[src/rtl/arb_pkg.sv]
// Shared arbitration types for the request-queue stage and the rrarb arbiter.
// Provides the requester count, index width, request vector type and grant decode helper.
package arb_pkg;

    localparam int NUM_REQ   = 4;
    localparam int REQ_IDX_W = 2;

    typedef logic [NUM_REQ-1:0]   req_vec_t;
    typedef logic [REQ_IDX_W-1:0] req_idx_t;

    typedef struct packed {
        logic     hit;
        req_idx_t idx;
    } gnt_sel_t;

    // Multi-hot grants are illegal; the lowest set bit wins so behaviour stays defined.
    function automatic gnt_sel_t lowest_gnt(req_vec_t v);
        gnt_sel_t sel;
        sel.hit = 1'b0;
        sel.idx = '0;
        for (int i = NUM_REQ - 1; i >= 0; i--) begin
            if (v[i]) begin
                sel.hit = 1'b1;
                sel.idx = req_idx_t'(i);
            end
        end
        return sel;
    endfunction

endpackage

[src/rtl/sync_fifo.sv]
// Single-clock FIFO with registered count; full/empty derive from the count only.
// Push is refused when full and pop is ignored when empty, so callers may strobe freely.
module sync_fifo #(
    parameter int DATA_W = 8,
    parameter int DEPTH  = 4
) (
    input  logic              clk,
    input  logic              reset,
    input  logic              push,
    input  logic              pop,
    input  logic [DATA_W-1:0] wdata,
    output logic [DATA_W-1:0] head,
    output logic              full,
    output logic              empty
);

    localparam int PTR_W = $clog2(DEPTH);
    localparam int CNT_W = PTR_W + 1;

    logic [DATA_W-1:0] mem [DEPTH];
    logic [PTR_W-1:0]  wr_ptr;
    logic [PTR_W-1:0]  rd_ptr;
    logic [CNT_W-1:0]  count;
    logic              push_ok;
    logic              pop_ok;

    assign full    = (count == CNT_W'(DEPTH));
    assign empty   = (count == '0);
    assign push_ok = push & ~full;
    assign pop_ok  = pop & ~empty;
    assign head    = mem[rd_ptr];

    always_ff @(posedge clk) begin
        if (reset) begin
            wr_ptr <= '0;
            rd_ptr <= '0;
            count  <= '0;
        end else begin
            if (push_ok) wr_ptr <= wr_ptr + PTR_W'(1);
            if (pop_ok)  rd_ptr <= rd_ptr + PTR_W'(1);
            case ({push_ok, pop_ok})
                2'b10:   count <= count + CNT_W'(1);
                2'b01:   count <= count - CNT_W'(1);
                default: count <= count;
            endcase
        end
    end

    // Storage is not reset; stale words are unreachable once the pointers clear.
    always_ff @(posedge clk) begin
        if (push_ok) mem[wr_ptr] <= wdata;
    end

endmodule

[src/rtl/arb_req_fifo.sv]
// Per-requester queues feeding the rrarb round-robin arbiter, with a registered pop output.
// Define ARB_REQ_FIFO_OVF_EN to build the sticky per-channel overflow flags.
module arb_req_fifo
    import arb_pkg::*;
#(
    parameter int DATA_W = 8,
    parameter int DEPTH  = 4
) (
    input  logic                             clk,
    input  logic                             reset,
    input  req_vec_t                         push_i,
    input  logic [NUM_REQ-1:0][DATA_W-1:0]   data_i,
    output req_vec_t                         full_o,
    output req_vec_t                         req_o,
    input  req_vec_t                         gnt_i,
    output logic                             out_valid_o,
    output logic [DATA_W-1:0]                out_data_o,
    output logic [REQ_IDX_W-1:0]             out_src_o,
    output req_vec_t                         ovf_o
);

    gnt_sel_t          gsel;
    req_vec_t          pop_vec;
    req_vec_t          empty;
    logic [DATA_W-1:0] head [NUM_REQ];
    logic [DATA_W-1:0] sel_head_p0;
    logic              pop_fire_p0;

    logic              vld_p1;
    logic [DATA_W-1:0] data_p1;
    req_idx_t          src_p1;

    assign gsel = lowest_gnt(gnt_i);

    always_comb begin
        pop_vec = '0;
        if (gsel.hit) pop_vec[gsel.idx] = 1'b1;
    end

    // A grant to an empty queue is dropped here and inside the FIFO alike.
    assign pop_fire_p0 = gsel.hit & req_o[gsel.idx];
    assign sel_head_p0 = head[gsel.idx];

    for (genvar i = 0; i < NUM_REQ; i++) begin : g_ch
        sync_fifo #(
            .DATA_W (DATA_W),
            .DEPTH  (DEPTH)
        ) u_fifo (
            .clk   (clk),
            .reset (reset),
            .push  (push_i[i]),
            .pop   (pop_vec[i]),
            .wdata (data_i[i]),
            .head  (head[i]),
            .full  (full_o[i]),
            .empty (empty[i])
        );
    end

    assign req_o = ~empty;

    // ---- stage p0 -> p1: output register, loaded on the same edge that pops ----
    always_ff @(posedge clk) begin
        if (reset) begin
            vld_p1  <= 1'b0;
            data_p1 <= '0;
            src_p1  <= '0;
        end else begin
            vld_p1 <= pop_fire_p0;
            if (pop_fire_p0) begin
                data_p1 <= sel_head_p0;
                src_p1  <= gsel.idx;
            end
        end
    end

    assign out_valid_o = vld_p1;
    assign out_data_o  = data_p1;
    assign out_src_o   = src_p1;

`ifdef ARB_REQ_FIFO_OVF_EN
    req_vec_t ovf_q;

    always_ff @(posedge clk) begin
        if (reset) ovf_q <= '0;
        else       ovf_q <= ovf_q | (push_i & full_o);
    end

    assign ovf_o = ovf_q;
`else
    assign ovf_o = '0;
`endif

endmodule

[config.mk]
export PLATFORM = sky130hd
export DESIGN_NAME = arb_req_fifo
export DESIGN_NICKNAME = d
export VERILOG_FILES = /design/src/rtl/arb_pkg.sv /design/src/rtl/sync_fifo.sv /design/src/rtl/arb_req_fifo.sv
export SDC_FILE = /design/constraint.sdc
export NUM_CORES = 1
export LEC_CHECK = 0
export ABC_AREA = 0
export CAP_MARGIN = 20
export CELL_PAD_IN_SITES_DETAIL_PLACEMENT = 1
export CELL_PAD_IN_SITES_GLOBAL_PLACEMENT = 1
export CORE_ASPECT_RATIO = 1.1
export CORE_MARGIN = 8
export CORE_UTILIZATION = 35
export DETAILED_ROUTE_END_ITERATION = 12
export PLACE_DENSITY = 0.66
export SYNTH_ARGS = -nofsm -noshare
export SYNTH_HDL_FRONTEND = slang
export SYNTH_SLANG_ARGS = --single-unit
[constraint.sdc]
create_clock -name clk -period 2.93 [get_ports clk]
set_input_delay 0.293 -clock clk [delete_from_list [all_inputs] [get_ports clk]]
set_output_delay 0.293 -clock clk [all_outputs]
set_load 0.02 [all_outputs]
Yosys cells after proc, flatten, opt, wreduce, memory -nomap -nowiden

Memory sizes are Yosys's and may differ from the RTL's. A register that Yosys moved wholly into a read port is not among the register bits.
Index checks and enable logic that the tools add are counted.

Register bits: 39
Bits in latches: 0
RAM bits: 128
ROM bits: 0
Output and inout port bits: 23
Logic and storage cells: 110
Memories kept: 4

Add/subtract/negate cells: 16
$mul: 0
Div/mod/pow operators: 0
Magnitude comparators: 3
Equal/unequal tests: 12
Shift-type cells: 0
Mux-type cells: 32
Bitwise gates (word level): 19
Reductions and logical operators: 9

Memory list:

| memory             | words | width | read ports | clocked after Yosys merged registers in | wr ports | RTL line        | RTL |
|---|---|---|---|---|---|---|---|
| g_ch[0].u_fifo.mem | 4     | 8     | 1          | 1                                       | 1        | sync_fifo.sv:20 | `logic [DATA_W-1:0] mem [DEPTH];` |
| g_ch[1].u_fifo.mem | 4     | 8     | 1          | 1                                       | 1        | sync_fifo.sv:20 |  |
| g_ch[2].u_fifo.mem | 4     | 8     | 1          | 1                                       | 1        | sync_fifo.sv:20 |  |
| g_ch[3].u_fifo.mem | 4     | 8     | 1          | 1                                       | 1        | sync_fifo.sv:20 |  |

Operators by type and width:

| kind                  | count |
|---|---|
| $pmux W3 S2           | 4 |
| $add A2 B1 Y2 const B | 8 |
| $bmux W8 S2           | 1 |
| $mux W2               | 8 |
| $mux W8               | 2 |
| $add A3 B1 Y3 const B | 4 |
| $eq A3 B3 Y1 const B  | 4 |
| $logic_not A3 Y1      | 4 |
| $mux W3               | 4 |
| $sub A3 B1 Y3 const B | 4 |
| $mux W1               | 10 |
| $and A1 B1 Y1         | 9 |
| $eq A2 B1 Y1 const B  | 4 |
| $eq A2 B2 Y1 const B  | 4 |
| $not A1 Y1            | 8 |
| $reduce_bool A2 Y1    | 4 |
| $mux W4               | 1 |
| $not A4 Y4            | 1 |
| $ge A3 B3 Y1 const B  | 1 |
| $lt A2 B3 Y1 const B  | 1 |
| $not A2 Y3            | 1 |
| $bmux W1 S2           | 1 |
| $demux W1 S2          | 1 |
| $ge A2 B1 Y1 const B  | 1 |
| $logic_and A1 B1 Y1   | 1 |

Logic depth before layout (Yosys ltp)

Gate-level depths: netlist (run 1).

Depth in word-level cells: 12
Mapped depth: 10
Gate-level depth less buffers: 9

Hierarchy

Synthesis (run 1) repeated with hierarchy kept, for this count alone.

Cells, all modules: 491
Area total of the unflattened synthesis: 7402.1 µm²

By module, submodules not included:

| module       | instances | cells each | area an instance (µm²) | seq. area each (µm²) |
|---|---|---|---|---|
| sync_fifo    | 4         | 96         | 1635.3                 | 1141.1 |
| arb_req_fifo | 1         | 107        | 860.8                  | 220.2 |

Least setup slack after synthesis (run 1)

OpenSTA, ideal clock, no wires.

Path type: input to register
Start: in gnt_i[0]
End: reg g_ch[2].u_fifo.count[2]
Arrival: 2.243 ns
Required time: 2.857 ns
Slack: 0.614 ns
Cell stages on the path: 9
Path buffers: 1
Path through: buf_2 > nor3b_2 > and2_1 > ha_1 > inv_1 > fa_1 > xor2_1 > or3_1 > a21oi_1

Cells in the longest elaborated chain, start to end: 9
Elaborated cells on any way between the ends: 12
Classes of those cells: order compare (2); eq/ne (2); mux (5); bitwise (1); reduce/logical (2)

RTL lines:

| what                                                                      | RTL line           | RTL |
|---|---|---|
| start: declaration                                                        | arb_req_fifo.sv:15 | `input req_vec_t gnt_i,` |
| $mux W3 *                                                                 | arb_pkg.sv:22      | `if (v[i]) begin` |
| $lt A2 B3 Y1 (implied by the code) / $ge A2 B1 Y1 (equally long branches) | arb_req_fifo.sv:37 | `if (gsel.hit) pop_vec[gsel.idx] = 1'b1;` |
| $logic_and A1 B1 Y1 (implied by the code)                                 | arb_req_fifo.sv:37 |  |
| $mux W1 (implied by the code)                                             | arb_req_fifo.sv:37 |  |
| $demux W1 S2                                                              | arb_req_fifo.sv:37 |  |
| $mux W4 *                                                                 | arb_req_fifo.sv:37 |  |
| $and A1 B1 Y1 *                                                           | sync_fifo.sv:30    | `assign pop_ok = pop & ~empty;` |
| net g_ch[2].u_fifo.pop_ok                                                 | sync_fifo.sv:25    | `logic pop_ok;` |
| $eq A2 B1 Y1 / $eq A2 B2 Y1 (equally long branches)                       | sync_fifo.sv:41    | `case ({push_ok, pop_ok})` |
| $pmux W3 S2 / $reduce_bool A2 Y1 (equally long branches)                  | -                  |  |
| end signal: assignment                                                    | sync_fifo.sv:42    | `2'b10: count <= count + CNT_W'(1);` |
| end signal: assignment                                                    | sync_fifo.sv:43    | `2'b01: count <= count - CNT_W'(1);` |
| end signal: assignment                                                    | sync_fifo.sv:44    | `default: count <= count;` |
| end: declaration                                                          | sync_fifo.sv:23    | `logic [CNT_W-1:0] count;` |

The timed path passes the listed nets; every way through them passes the cells marked *.
A chain may end at the register's enable or synchronous reset.

Worst setup path in the final report (run 1)

Start: reg g_ch[3].u_fifo.count[0]
End: reg g_ch[3].u_fifo.count[2]

Cells in the longest elaborated chain, start to end: 5
Elaborated cells on any way between the ends: 12
Classes of those cells: add/sub (2); eq/ne (3); mux (1); bitwise (4); reduce/logical (2)

RTL lines:

| what                                                     | RTL line        | RTL |
|---|---|---|
| start: declaration                                       | sync_fifo.sv:23 |  |
| start signal: assignment                                 | sync_fifo.sv:42 |  |
| start signal: assignment                                 | sync_fifo.sv:43 |  |
| start signal: assignment                                 | sync_fifo.sv:44 |  |
| $logic_not A3 Y1 *                                       | sync_fifo.sv:28 | `assign empty = (count == '0);` |
| $not A1 Y1 *                                             | sync_fifo.sv:30 |  |
| $and A1 B1 Y1 *                                          | sync_fifo.sv:30 |  |
| net g_ch[3].u_fifo.pop_ok                                | sync_fifo.sv:25 |  |
| $eq A2 B1 Y1 / $eq A2 B2 Y1 (equally long branches)      | sync_fifo.sv:41 |  |
| $pmux W3 S2 / $reduce_bool A2 Y1 (equally long branches) | -               |  |

Marked as above.

==> summary.txt, run 1 <==
CRITICAL PATH
---------------------------------------------------------------------------------
Slowest Stage Delay on Critical Path                                       390 ps
Category of the critical setup timing path                           flop to flop
Startpoint of the most critical register-to-register path            g_ch[3].u_fifo.count[0]
Cell type of the slowest stage on the worst timing path                      fa_1
Worst reg-to-reg path cell count                                                8
Cell-by-cell trace of the critical path                              nor3_1 > inv_1 > and2_1 > ha_1 > fa_1 > xnor2_1 > or3_1 > a21oi_1
Kind of end point of the critical path                                       flop
Startpoint kind of the worst setup timing path                               flop
Data required time at the worst endpoint                                  3270 ps
Endpoint of the most critical register-to-register path              g_ch[3].u_fifo.count[2]
Critical path fanouts, max                                                      4
Register-to-register setup slack                                           570 ps
Endpoint arrival time on the critical path                                2700 ps

POWER
---------------------------------------------------------------------------------
Max VDD drop                                                             0.463 mV
Power per cell area                                                   783 nW/um^2
Leakage power                                                          0.00293 uW

DIE
---------------------------------------------------------------------------------
Starting Density                                                            35.3%
Cell Rows                                                                      55
Core area                                                             20,400 um^2
Boundary pin count                                                             65
Die extent in y                                                            166 um
Chip Width                                                                 153 um
Die footprint                                                         25,400 um^2

ROUTING
---------------------------------------------------------------------------------
Via count                                                                   3,839
Remaining design rule violation count                                           0
Overall routed net length                                                 15.8 mm
Average wire per cell in the routed design                                20.4 um
Detailed-router iteration count before antenna repair                           4
Violation count after the first detailed-route iteration                      191
Number of vias per cell                                                      4.95
Remaining antenna violation count                                               0

CTS
---------------------------------------------------------------------------------
Clock tree buffer depth                                                         2
CTS tree                                                                    built
Number of instances resized during post-cts repair                              0
Deepest level of the CTS H-tree                                                 4
Clock slew seen by the registers of the worst setup and hold paths          70 ps
Clock latency of the later-clocked register in the worst-skew pair         430 ps
TritonCTS Buffers                                                              17
Buffer count from post-CTS setup fixing                                         0
Clock tree sinks                                                              175
Hold bufs inserted after CTS                                                    0
Root buffer cell                                                        clkbuf_16

CELLS AND AREA
---------------------------------------------------------------------------------
Share of cells above drive strength 1                                       16.6%
Final non-filler cell area                                              8640 um^2
Core utilization of the finished layout                                     42.4%
Final Non-Filler Cells                                                        775
Count of inserted antenna diode cells                                           0
Synth-to-Final Area Change                                                  20.1%
Final net count                                                               572

PLACED DESIGN
---------------------------------------------------------------------------------
Number of cells in the design after placement                                 743
Number of I/O port buffers                                                     60
Placed instance area                                                    8020 um^2
Final HPWL from detailed placement                                        11.6 mm
Global placement routability congestion                                     0.737

GLOBAL ROUTE
---------------------------------------------------------------------------------
Wire length of the first global-routing pass                              25.0 mm
Congestion Overflow GR                                                          0
Pin count of the biggest net entering global routing                           44
Initial antenna violation count                                                 1
Vias in the first global route                                              4,325
All-Layer GR Usage                                                          13.0%

SYNTHESIS
---------------------------------------------------------------------------------
Post-Synth XOR/XNOR Area                                                    2.43%
Warnings from Yosys                                                             0
Number of synthesized register bits                                           175
Combinational family with the most area after synthesis              multiplexers
Post-Synthesis Cell Area                                                7200 um^2
Adder-cell area share of the yosys netlist                                  4.59%
Multiplexer share of the synthesized area                                   10.8%
Proportion of synthesized chip area in sequential cells                     66.5%
Share of the synthesized area in compound gates (AO/OA/AOI/OAI)             5.91%
Distinct cell type count after synthesis                                       42
Synthesized area per cell                                               16.1 um^2
Synthesized-area fraction occupied by and/or/nand/nor cells                 6.19%
Cell count after synthesis                                                    448

STA
---------------------------------------------------------------------------------
Final period util                                                           80.5%
Worst setup skew after layout                                             10.3 ps
Relative slew slack                                                         36.5%
Final setup vio count                                                           0
Least-Margin Pin Slew                                                      952 ps
Endpoints failing hold                                                          0
Upper clock frequency limit                                               424 MHz
Post-route setup TNS                                                         0 ps
Unrepaired setup endpoints after global routing                                no
Hold WS                                                                    508 ps
Final Critical Period                                                     2360 ps
Number of max-slew violations in the final report                               0

WORST HOLD PATH
---------------------------------------------------------------------------------
Worst hold endpoint                                                  g_ch[1].u_fifo.mem[0][3]
Beginning of the worst hold path                                       data_i[11]
Hold Path Class                                                      input port to flop
Depth of the worst hold-timing path                                             1

STATUS
---------------------------------------------------------------------------------
Outcome                                                              complete, no violations

JOB
---------------------------------------------------------------------------------
Maximum Capacitance Violations                                                  0

layer usage:
layer  vias to the layer above  track usage (%)  share of wire [%]
met5                         -                0               0.11
met4                         2             3.75                1.2
li1                       1782                -                  -
met1                      1957             15.4                 43
met2                        84             22.4                 51
met3                        14             3.75                4.0
cells in the final DEF, fill, tap and decap left out, drive strengths merged, types with 3 or more instances in the layout:
cell	n
edfxtp	128
clkdlybuf4s50	59
dfxtp	47
nor2	32
mux4	32
inv	27
ha	20
and2	18
clkbuf	18
a22oi	16
xnor2	10
a21oi	10
xor2	10
buf	10
a211oi	9
a311oi	7
or3	6
nor2b	6
mux2i	6
o21ai	6
nor3b	5
clkinv	5
nand3	4
fa	4
conb	4
nor3	4
bufinv	3
registers in the layout, indices dropped and copies added (netlist names), named ones only:
name	flops
g_ch.u_fifo.rd_ptr	8
out_src_o	2
g_ch.u_fifo.count	12
g_ch.u_fifo.wr_ptr	8
out_data_o	8
g_ch.u_fifo.mem	128
out_valid_o	1
worst max path at each step:
stage | from | to | slack, ps | depth (start not counted)
final | g_ch[3].u_fifo.count[0] | g_ch[3].u_fifo.count[2] | 570 | 8
after global routing | g_ch[0].u_fifo.count[2] | g_ch[0].u_fifo.count[2] | 390 | 9
after CTS | g_ch[3].u_fifo.count[0] | g_ch[3].u_fifo.count[2] | 540 | 8
after detailed placement | gnt_i[2] | g_ch[2].u_fifo.count[2] | 250 | 9
after global placement | gnt_i[2] | g_ch[2].u_fifo.count[2] | 360 | 9
after floorplan | gnt_i[0] | g_ch[2].u_fifo.count[2] | 610 | 9
final cells by class:
type	count	area, um^2
Fill cell	2028	11700
Sequential cell	175	4780
Multi-Input combinational cell	221	2170
Timing Repair Buffer	69	663
Clock buffer	18	439
Tap cell	256	320
Clock inverter	14	180
Inverter	22	82.6
through the flow:
| step | total power, uW | worst slack, ps |
|---|---|---|
| after global routing | 7060 | 388 |
| final | 6770 | 570 |
| after detailed placement | 4480 | 254 |
| after global placement | 4420 | 357 |
| after floorplan | 3970 | 614 |
| after CTS | 6840 | 536 |
power by group:
group,switching [uW],internal [uW],leakage [uW]
clock,971,1380,0.000304
sequential,213,2920,0.00156
combinational,670,607,0.00106
total,1850,4910,0.00293
synthesized netlist by cell type:
cell,count,area (um^2)
nand2_1,2,7.51
buf_2,7,35.0
a211oi_2,1,12.5
clkbuf_1,14,52.6
xor2_1,10,87.6
nor3b_1,4,30.0
a211o_1,1,8.76
o21ai_1,1,5.00
nand2b_1,1,6.26
nor2b_1,6,37.5
buf_1,3,11.3
fa_1,4,80.1
a211oi_1,8,60.1
nor4b_4,1,23.8
dfxtp_1,47,941
or3_1,6,37.5
inv_1,21,78.8
inv_2,1,3.75
a21o_1,2,15.0
and2_1,18,113
a22oi_1,16,120
nor2_1,32,120
nor3_2,1,10.0
xnor2_1,10,87.6
conb_1,1,3.75
nor3b_2,1,12.5
o21ai_0,5,25.0
o31ai_1,1,7.51
ha_1,20,250
buf_6,1,11.3
o31a_1,1,8.76
or2_1,1,6.26
mux2i_1,6,60.1
mux4_2,32,721
and3_1,1,6.26
a311oi_2,7,105
nand3_1,4,20.0
buf_4,8,60.1
o211ai_1,1,7.51
a21oi_1,10,50.1
edfxtp_1,128,3840
nor3_1,3,15.0
critical path, delay by kind of cell, from the launching register on:
family | cells | cell delay [ps]
and+or+nand+nor | 3 | 830
adders and majority gates | 2 | 640
DFF | 1 | 360
buffers and inverters | 1 | 180
xor gates and xnor gates | 1 | 150
AOI/OAI and AO/OA | 1 | 140
cells by family (layout without fill, tap and decap cells):
| logic type | after synthesis | in the layout |
|---|---|---|
| other cells | 1 | 4 |
| xor+xnor | 20 | 20 |
| simple gates | 81 | 81 |
| buf+inv | 55 | 123 |
| mux | 38 | 38 |
| flops | 175 | 175 |
| compound gates | 54 | 54 |
| fa+ha+maj | 24 | 24 |
(Power assumes the default switching activity.)
==> run 2: changes to the inputs <==
clock period = 2.2 ns   (was 2.93 ns; I/O delays follow)
==> run 2 against run 1 <==
Effect of this change:
- non-clock buffer count increased by 38
- cell area rose by 3.2%
- clock skew is 1.0 ps higher
- sequential power up 32%
- routed wire length is 2.8% higher
- die area stayed put
- worst setup slack worse by 520 ps
- critical path depth shrank 6
- via count increased by 3.8%
==> summary.txt, run 2 (synthesized netlist as in run 1, its figures left out) <==
CRITICAL PATH
----------------------------------------------------------------------------------
Endpoint arrival time on the critical path                                 1930 ps   -770 ps
Endpoint of the most critical register-to-register path               g_ch[2].u_fifo.count[2]
Startpoint of the most critical register-to-register path             g_ch[2].u_fifo.count[0]
Worst reg-to-reg path cell count                                                 9   +1
Kind of end point of the critical path                                 output port
Critical path fanouts, max                                                       4   unchanged
Register-to-register setup slack                                             60 ps   -510 ps
Worst setup path startpoint                                           g_ch[3].u_fifo.count[2]
Destination of the critical timing path                                  full_o[3]
Startpoint kind of the worst setup timing path                                flop
Category of the critical setup timing path                            flop to output port
Data required time at the worst endpoint                                   1980 ps   -1290 ps

WORST HOLD PATH
----------------------------------------------------------------------------------
Hold Path Class                                                       input port to flop
Depth of the worst hold-timing path                                              3   +2

ROUTING
----------------------------------------------------------------------------------
Remaining antenna violation count                                                0   unchanged
Via count                                                                    3,983   +3.8%
Overall routed net length                                                  16.3 mm   +2.8%
Average wire per cell in the routed design                                 20.0 um   -2.0%
Violation count after the first detailed-route iteration                       221   +16%
Remaining design rule violation count                                            0   unchanged
Number of vias per cell                                                       4.90   -1.1%
Detailed-router iteration count before antenna repair                            4   unchanged

PLACED DESIGN
----------------------------------------------------------------------------------
Number of I/O port buffers                                                      60   unchanged
Final HPWL from detailed placement                                         11.9 mm   +3.2%
Global placement routability congestion                                      0.734   -0.41%

CTS
----------------------------------------------------------------------------------
CTS tree                                                                     built
Hold bufs inserted after CTS                                                     0   unchanged
TritonCTS Buffers                                                               17   unchanged
Clock tree buffer depth                                                          2   unchanged
Deepest level of the CTS H-tree                                                  4   unchanged
Clock tree sinks                                                               175   unchanged
Clock latency of the later-clocked register in the worst-skew pair          430 ps   about the same
Root buffer cell                                                         clkbuf_16
Clock slew seen by the registers of the worst setup and hold paths           70 ps   about the same

DIE
----------------------------------------------------------------------------------
Die footprint                                                          25,400 um^2   unchanged
Core area                                                              20,400 um^2   unchanged
Cell Rows                                                                       55   unchanged
Starting Density                                                             35.3%   unchanged
Die extent in y                                                             166 um   unchanged
Boundary pin count                                                              65   unchanged
Chip Width                                                                  153 um   unchanged

CELLS AND AREA
----------------------------------------------------------------------------------
Most common cell after layout, fill and taps aside                        edfxtp_1
Register bank with the most flops                                     g_ch.u_fifo.mem
Count of inserted antenna diode cells                                            0   unchanged
Synth-to-Final Area Change                                                   23.9%
Share of cells above drive strength 1                                        23.3%   +6.8 points
Leading cell types in the layout, fill and taps excluded              128 x edfxtp_1, 59 x clkdlybuf4s50_1, 47 x buf_4
Flip-flop count of the largest register, all copies and words added            128   unchanged
Final net count                                                                610   +6.6%
Registers with the most flip-flops                                    g_ch.u_fifo.mem: 128 flops, g_ch.u_fifo.count: 12 flops

STA
----------------------------------------------------------------------------------
Number of max-slew violations in the final report                                0   unchanged
Unrepaired setup endpoints after global routing                                yes
Relative slew slack                                                          63.3%   +27 points
Post-route setup TNS                                                          0 ps   unchanged
Endpoints failing hold                                                           0   unchanged
Upper clock frequency limit                                                465 MHz
Final period util                                                            97.8%
Least-Margin Pin Slew                                                       551 ps   -401 ps
Worst setup skew after layout                                              11.4 ps   +1.03 ps
Final Critical Period                                                      2150 ps
Final setup vio count                                                            0   unchanged

POWER
----------------------------------------------------------------------------------
Max VDD drop                                                              0.614 mV   +33%
Leakage power                                                           0.00309 uW   +5.7%
Power per cell area                                                   1000 nW/um^2   +28%
Total chip power                                                           8940 uW   +32%

GLOBAL ROUTE
----------------------------------------------------------------------------------
All-Layer GR Usage                                                           13.2%   +0.24 points
Vias in the first global route                                               4,498   +4.0%
Wire length of the first global-routing pass                               25.4 mm   +1.4%
Initial antenna violation count                                                  0   -1
Pin count of the biggest net entering global routing                            44   unchanged
Congestion Overflow GR                                                           0   unchanged

STATUS
----------------------------------------------------------------------------------
Outcome                                                               complete, no violations

JOB
----------------------------------------------------------------------------------
Maximum Capacitance Violations                                                   0   unchanged

## run 2: changes by cell type in the layout (fill, tap and decap cells not counted), moves of 2 or more
cell and change:
buf_4 +38, clkbuf_1 +3, clkinv_1 +5, nor3b_4 +2
dfxtp_1 -4, fa_2 +2, dfxtp_2 +4, inv_6 -3
nor3b_1 -2, fa_1 -2
## run 2: worst max-delay path, cell delays in order, from the launching register on
cell and delay (ps):
dfxtp_1 410, nor3b_1 410, clkdlybuf4s50_1 700
## run 2: per-layer routing
layer / part of all wire, % / routed length [um] / vias to the layer above / GRT usage, %
met5: 0 / 0 / - / 0
met4: 1.2 / 189 / 0 / 4.87
met3: 4.0 / 656 / 16 / 3.03
met2: 53 / 8600 / 80 / 23.4
met1: 42 / 6820 / 2028 / 15.4
li1: - / - / 1859 / -
## run 2: layout make-up
type | instances | area [um^2]
Clock buffer | 20 | 437
Clock inverter | 12 | 118
Fill cell | 2038 | 11400
Inverter | 22 | 82.6
Multi-Input combinational cell | 221 | 2220
Sequential cell | 175 | 4790
Tap cell | 256 | 320
Timing Repair Buffer | 107 | 948
## run 2: stage by stage
stage	hold WS, ps	instance area, um^2	utilization (%)	setup slack (ps)	std cells
finish	378	8920	43.8	47.8	813
global route	403	8920	43.8	-70.8	813
CTS	365	8870	43.5	8.06	811
detailed placement	521	8300	40.8	-338	779
global placement	487	8300	40.8	-190	779
floorplan	319	7220	-	39.6	451
## run 2: worst min-delay path by stage
| stage | start | endpoint |
|---|---|---|
| floorplan | data_i[0] | g_ch[0].u_fifo.mem[0][0] |
| global placement | g_ch[1].u_fifo.count[2] | g_ch[1].u_fifo.count[2] |
| detailed placement | g_ch[3].u_fifo.count[2] | g_ch[3].u_fifo.count[2] |
| CTS | reset | g_ch[0].u_fifo.count[0] |
| global route | reset | g_ch[3].u_fifo.wr_ptr[1] |
| finish | reset | g_ch[3].u_fifo.wr_ptr[0] |
## run 2: report_power, final
group | total [uW] | internal (uW) | leakage (uW) | switching, uW
Clock | 2880 | 1660 | 0.000266 | 1220
Combinational | 1920 | 940 | 0.00127 | 976
Sequential | 4140 | 3900 | 0.00156 | 246
## run 2: repair_timing
item                                   in CTS  in global routing
endpoints found under the hold margin       0                  0
buffers inserted                            0                  2
resized for setup                           2                 13
pin swaps                                   0                  3
setup endpoints to repair                   1                  4
